**src/rtl/pedo_weight_bank.sv**
```systemverilog
// Shadow/active weight register bank with commit FSM, registered readback and a saturating step counter.
// Optional write lock is built in when PEDO_WEIGHT_LOCK_EN is defined.
module pedo_weight_bank #(
  parameter int unsigned DATA_W    = 8,
  parameter int unsigned NUM_REGS  = 8,
  parameter int unsigned ADDR_W    = 3,
  parameter int unsigned RESET_VAL = 10,
  parameter int unsigned STEP_W    = 16
) (
  input  logic                         clk,
  input  logic                         reset,
`ifdef PEDO_WEIGHT_LOCK_EN
  input  logic                         lock,
  output logic                         locked,
`endif
  input  logic                         wr_en1,
  input  logic [ADDR_W-1:0]            wr_addr1,
  input  logic [DATA_W-1:0]            wr_data1,
  input  logic                         wr_en2,
  input  logic [ADDR_W-1:0]            wr_addr2,
  input  logic [DATA_W-1:0]            wr_data2,
  input  logic                         clear,
  input  logic                         commit,
  input  logic [ADDR_W-1:0]            rd_addr,
  output logic [DATA_W-1:0]            rd_data,
  output logic [NUM_REGS*DATA_W-1:0]   weights_flat,
  output logic                         commit_busy,
  output logic                         commit_done,
  output logic                         wr_err,
  input  logic                         step_inc,
  input  logic                         step_load,
  input  logic [STEP_W-1:0]            step_in,
  output logic [STEP_W-1:0]            total_steps,
  output logic                         steps_sat
);

  localparam logic [ADDR_W:0]   NUM_REGS_W = (ADDR_W+1)'(NUM_REGS);
  localparam logic [ADDR_W-1:0] LAST_IDX   = ADDR_W'(NUM_REGS - 1);
  localparam logic [DATA_W-1:0] RST_WORD   = DATA_W'(RESET_VAL);

  typedef enum logic {S_IDLE, S_COPY} state_t;

  state_t              state_q, state_d;
  logic [ADDR_W-1:0]   idx_q, idx_d;
  logic                copy_en;
  logic                done_d;
  logic                err_d;
  logic                idle;
  logic                open;
  logic                lock_active;
  logic                any_req;
  logic                rng1, rng2, rng_rd;

  logic [DATA_W-1:0]   shadow [NUM_REGS];
  logic [DATA_W-1:0]   active [NUM_REGS];

`ifdef PEDO_WEIGHT_LOCK_EN
  logic locked_q;

  // Lock is sticky until reset; only armed from IDLE.
  always_ff @(posedge clk) begin
    if (reset)                      locked_q <= 1'b0;
    else if (lock && state_q == S_IDLE) locked_q <= 1'b1;
  end

  assign locked      = locked_q;
  assign lock_active = locked_q;
`else
  assign lock_active = 1'b0;
`endif

  assign idle    = (state_q == S_IDLE);
  assign open    = idle && !lock_active;
  assign any_req = wr_en1 || wr_en2 || clear || commit;
  assign rng1    = {1'b0, wr_addr1} < NUM_REGS_W;
  assign rng2    = {1'b0, wr_addr2} < NUM_REGS_W;
  assign rng_rd  = {1'b0, rd_addr}  < NUM_REGS_W;

  // Next-state, copy control and rejection detect.
  always_comb begin
    state_d = state_q;
    idx_d   = idx_q;
    copy_en = 1'b0;
    done_d  = 1'b0;
    err_d   = 1'b0;
    case (state_q)
      S_IDLE: begin
        if (commit && !lock_active) begin
          state_d = S_COPY;
          idx_d   = '0;
        end
        if (lock_active && any_req) err_d = 1'b1;
        if (open && ((wr_en1 && !rng1) || (wr_en2 && !rng2))) err_d = 1'b1;
      end
      S_COPY: begin
        copy_en = 1'b1;
        if (idx_q == LAST_IDX) begin
          state_d = S_IDLE;
          done_d  = 1'b1;
        end else begin
          idx_d = idx_q + ADDR_W'(1);
        end
        if (any_req) err_d = 1'b1;
      end
      default: state_d = S_IDLE;
    endcase
  end

  always_ff @(posedge clk) begin
    if (reset) begin
      state_q     <= S_IDLE;
      idx_q       <= '0;
      commit_busy <= 1'b0;
      commit_done <= 1'b0;
      wr_err      <= 1'b0;
    end else begin
      state_q     <= state_d;
      idx_q       <= idx_d;
      commit_busy <= (state_d == S_COPY);
      commit_done <= done_d;
      wr_err      <= err_d;
    end
  end

  // Shadow bank: clear wins, port 2 assigned last so it wins on address collision.
  always_ff @(posedge clk) begin
    if (reset) begin
      for (int i = 0; i < int'(NUM_REGS); i++) shadow[i] <= RST_WORD;
    end else if (open) begin
      if (clear) begin
        for (int i = 0; i < int'(NUM_REGS); i++) shadow[i] <= '0;
      end else begin
        if (wr_en1 && rng1) shadow[wr_addr1] <= wr_data1;
        if (wr_en2 && rng2) shadow[wr_addr2] <= wr_data2;
      end
    end
  end

  always_ff @(posedge clk) begin
    if (reset) begin
      for (int i = 0; i < int'(NUM_REGS); i++) active[i] <= RST_WORD;
    end else if (copy_en) begin
      active[idx_q] <= shadow[idx_q];
    end
  end

  always_ff @(posedge clk) begin
    if (reset)       rd_data <= '0;
    else if (rng_rd) rd_data <= active[rd_addr];
    else             rd_data <= '0;
  end

  for (genvar g = 0; g < int'(NUM_REGS); g++) begin : g_flat
    assign weights_flat[g*DATA_W +: DATA_W] = active[g];
  end

  // Load has priority and also clears the sticky saturation flag.
  always_ff @(posedge clk) begin
    if (reset) begin
      total_steps <= '0;
      steps_sat   <= 1'b0;
    end else if (step_load) begin
      total_steps <= step_in;
      steps_sat   <= 1'b0;
    end else if (step_inc) begin
      if (&total_steps) steps_sat   <= 1'b1;
      else              total_steps <= total_steps + STEP_W'(1);
    end
  end

endmodule

```
**config.mk**
```make
export PLATFORM = sky130hd
export DESIGN_NAME = pedo_weight_bank
export DESIGN_NICKNAME = d
export VERILOG_FILES = /design/src/rtl/pedo_weight_bank.sv
export SDC_FILE = /design/constraint.sdc
export NUM_CORES = 1
export LEC_CHECK = 0
export CORE_AREA = 8 8 131 133
export CTS_CLUSTER_SIZE = 40
export DETAILED_ROUTE_END_ITERATION = 8
export DIE_AREA = 0 0 139 141
export GPL_ROUTABILITY_DRIVEN = 0
export PLACE_DENSITY = 0.88
export SLEW_MARGIN = 20
export SYNTH_ARGS = -nofsm -noshare
export SYNTH_HDL_FRONTEND = slang
export SYNTH_SLANG_ARGS = --single-unit
```
**constraint.sdc**
```tcl
create_clock -name clk -period 2.74 [get_ports clk]
set_input_delay 0.548 -clock clk [delete_from_list [all_inputs] [get_ports clk]]
set_output_delay 0.548 -clock clk [all_outputs]
set_load 0.03 [all_outputs]
```
==> flow_metrics.tcl <==
set metrics [dict create \
    status "completed" \
    grt_start_max_net_pins 29 \
    nFillCells 1005 \
    yosys.area.top_type_share 0.495 \
    core_um2 15000 \
    drtAntennaViolNets 0 \
    place_ws_ns -0.123 \
    tightest_slew_ns 0.910 \
    power.switching_w 0.00146 \
    yosys_register_bits 162 \
    arrival_ns 2.52 \
    syn_area_um2 7770 \
    crit_buf_inv 2 \
    ctsHoldBuffers 0 \
    finalWirelength_um 22800 \
    finalHoldViolCount 0 \
    crit_chain "clkdlybuf4s50_1 > or4b_2 > buf_4 > nor2_1 > nand2_1 > nand3_1" \
    dieArea_um2 19600 \
    synthTopCellsByArea "edfxtp_1 49%, mux4_2 9.3%, dfxtp_1 8.8%" \
    syn_nets 669 \
    timing.hold.ws_ns 0.473 \
    async_flop_share 0 \
    reg2reg_to "shadow[0][7]" \
    io_buffer_count 140 \
    cts_tree "yes" \
    place_inst 950 \
    reg2reg_from "state_q" \
    hp-class "reg -> reg" \
    viasPerCell 6.33 \
    synth-simple-area-share 0.147 \
    antenna_found_initial 0 \
    synth_edf_count 128 \
    crit_family "simple AND/OR/NAND/NOR gates" \
    fmax_mhz 412 \
    die_w_um 139 \
    insertion_delay_ns 0.43 \
    cts_buffer_depth 2 \
    ys_warn_count 0 \
    overflow 0 \
    pwr-share-seq 0.471 \
    cp_slowest_stage_delay_ns 0.83 \
    final_common_cell "clkdlybuf4s50_1" \
    slew_viol_final 0 \
    start_util 0.519 \
    path_max_fanout 8 \
    synth_top_cell_by_area "edfxtp_1" \
    slowest_stage "or4b_2" \
    cts.sinks 162 \
    maxCapViolCount 0 \
    holdCritStartpoint "steps_sat" \
    final_util 0.682 \
    crit_path_end_kind "register" \
    powerDensity_nw_per_um2 597 \
    vdd.ir_drop.worst_mv 0.451 \
    combPwrFrac 0.125 \
    final_cell_mix "140 x clkdlybuf4s50_1, 128 x edfxtp_1, 86 x nor2_1" \
    crit_start "reset" \
    cts_max_level 4 \
    intPower_w 0.00464 \
    reg2reg_slack_ns 0.46 \
    swShare 0.239 \
    drt_pass1_iterations 5 \
    stdcell_count 982 \
    synth_cell_types 57 \
    clock_skew_ns 0.00818 \
    nets 833 \
    global_route.usage.total 0.233 \
    crit_required_ns 2.83 \
    seq_area_frac_synth 0.582 \
    post_cts_resized 0 \
    min_to "steps_sat" \
    drc 0 \
    num_rows 45 \
    clk_pin_slew_ns 0.06 \
    synth_ff_type "edfxtp_1" \
    die_h_um 141 \
    synthAdderAreaFrac 0.00483 \
    synth_top_family_by_area "simple AND/OR/NAND/NOR gates" \
    rsz0062_at_grt "false" \
    post-route-period-util 0.887 \
    power_w 0.00610 \
    synthXorXnorAreaFrac 0.00113 \
    synthesis.instances 617 \
    finalCriticalPeriod_ns 2.43 \
    cts_inserted_buffers 17 \
    root_buffer "clkbuf_16" \
    critical_path_class "in -> reg" \
    ios 141 \
    clkPwrFrac 0.404 \
    drive_gt1_frac 0.166 \
    post_cts_buffers 0 \
    finalWorstSetupSlack_ns 0.311 \
    synth_mux_area_frac 0.116 \
    n_antenna_cell 0 \
    synth_compound_area_frac 0.119 \
    area_growth_pct 31.5 \
    grt_pass1_wl_um 35100 \
    syn_avg_cell_area_um2 12.6 \
    min_path_cells 1 \
    grt_pass1_vias 6204 \
    start_kind "input pin" \
    post_drt_wl_per_cell_um 23.2 \
    drt-initial-drc-count 665 \
    p_leak_nw 3.55 \
    vias 6213 \
    maxSlewHeadroom 0.393 \
    hpwl_um 16900 \
    finalSetupViolations 0 \
    reg2regPathDepth 4 \
]
## how the worst max path moves through the flow
| stage | cells past startpoint | end | slack [ns] |
|---|---|---|---|
| after CTS | 6 | shadow[0][7] | 0.32 |
| final | 6 | shadow[0][7] | 0.31 |
| after global routing | 4 | shadow[0][5] | 0.18 |
| after global placement | 6 | shadow[0][2] | -0.04 |
| after detailed placement | 6 | shadow[0][0] | -0.12 |
| after floorplan | 5 | shadow[3][0] | 0.25 |
## per-layer routing
metal | global-route usage | wire length [µm] | vias to the layer above
met5 | 0 | 0 | -
met1 | 0.271 | 8470 | 3013
met4 | 0.106 | 669 | 0
met3 | 0.0591 | 2110 | 62
met2 | 0.400 | 11500 | 418
li1 | - | - | 2720
## final cells by class
class / count / area (µm²) / area share
Sequential cell: 162 / 4520 / 0.443
Multi-Input combinational cell: 400 / 3010 / 0.295
Timing Repair Buffer: 193 / 1810 / 0.177
Clock buffer: 20 / 447 / 0.0437
Tap cell: 188 / 235 / 0.0230
Clock inverter: 12 / 163 / 0.0159
Inverter: 7 / 26.3 / 0.00257
## registers in the layout, summed over array words and instances, names as in the netlist, named ones only
register and flops:
steps_sat 1, active 64, state_q 1, shadow 64, wr_err 1, commit_done 1, rd_data 8, total_steps 16
idx_q 3
## Yosys cell counts, types with 4 or more instances
cell,number
nand3b_1,8
nand3_1,20
edfxtp_1,128
and2_1,4
a22o_1,48
o21ai_0,24
o221a_2,4
nor2_1,86
buf_2,12
a21oi_1,11
nor4_1,6
clkbuf_1,18
mux4_2,32
nand2_1,44
nand2b_1,9
dfxtp_1,34
nand4_1,6
o31ai_1,4
nor3_1,10
inv_1,7
mux2i_1,18
buf_1,15
nor2b_1,9
a311oi_1,7
## through the flow
stage                     cell area, µm²  TNS [ns]
after floorplan                     7770         0
final                              10200         0
after global placement              9610    -0.810
after global routing               10200         0
after CTS                          10200         0
after detailed placement            9610     -4.79
## power by group through the flow
| stage | clock (W) | combinational (W) | sequential, W |
|---|---|---|---|
| 6_report | 0.00246 | 0.000765 | 0.00287 |
| 5_1_grt | 0.00257 | 0.000805 | 0.00288 |
| 4_1_cts | 0.00247 | 0.000764 | 0.00287 |
| 3_5_place_dp | 0 | 0.000759 | 0.00292 |
| 3_3_place_gp | 0 | 0.000734 | 0.00291 |
| 2_1_floorplan | 0 | 0.000313 | 0.00299 |
## cells by family (layout without fill, tap and decap cells)
| kind of cell | Yosys count | in the layout |
|---|---|---|
| buffers and inverters | 55 | 232 |
| muxes | 50 | 50 |
| adders and majority gates | 3 | 3 |
| DFF | 162 | 162 |
| xor gates and xnor gates | 1 | 1 |
| AOI/OAI and AO/OA | 120 | 120 |
| and+or+nand+nor | 226 | 226 |
Note: power is estimated with default switching activity, not from simulation.
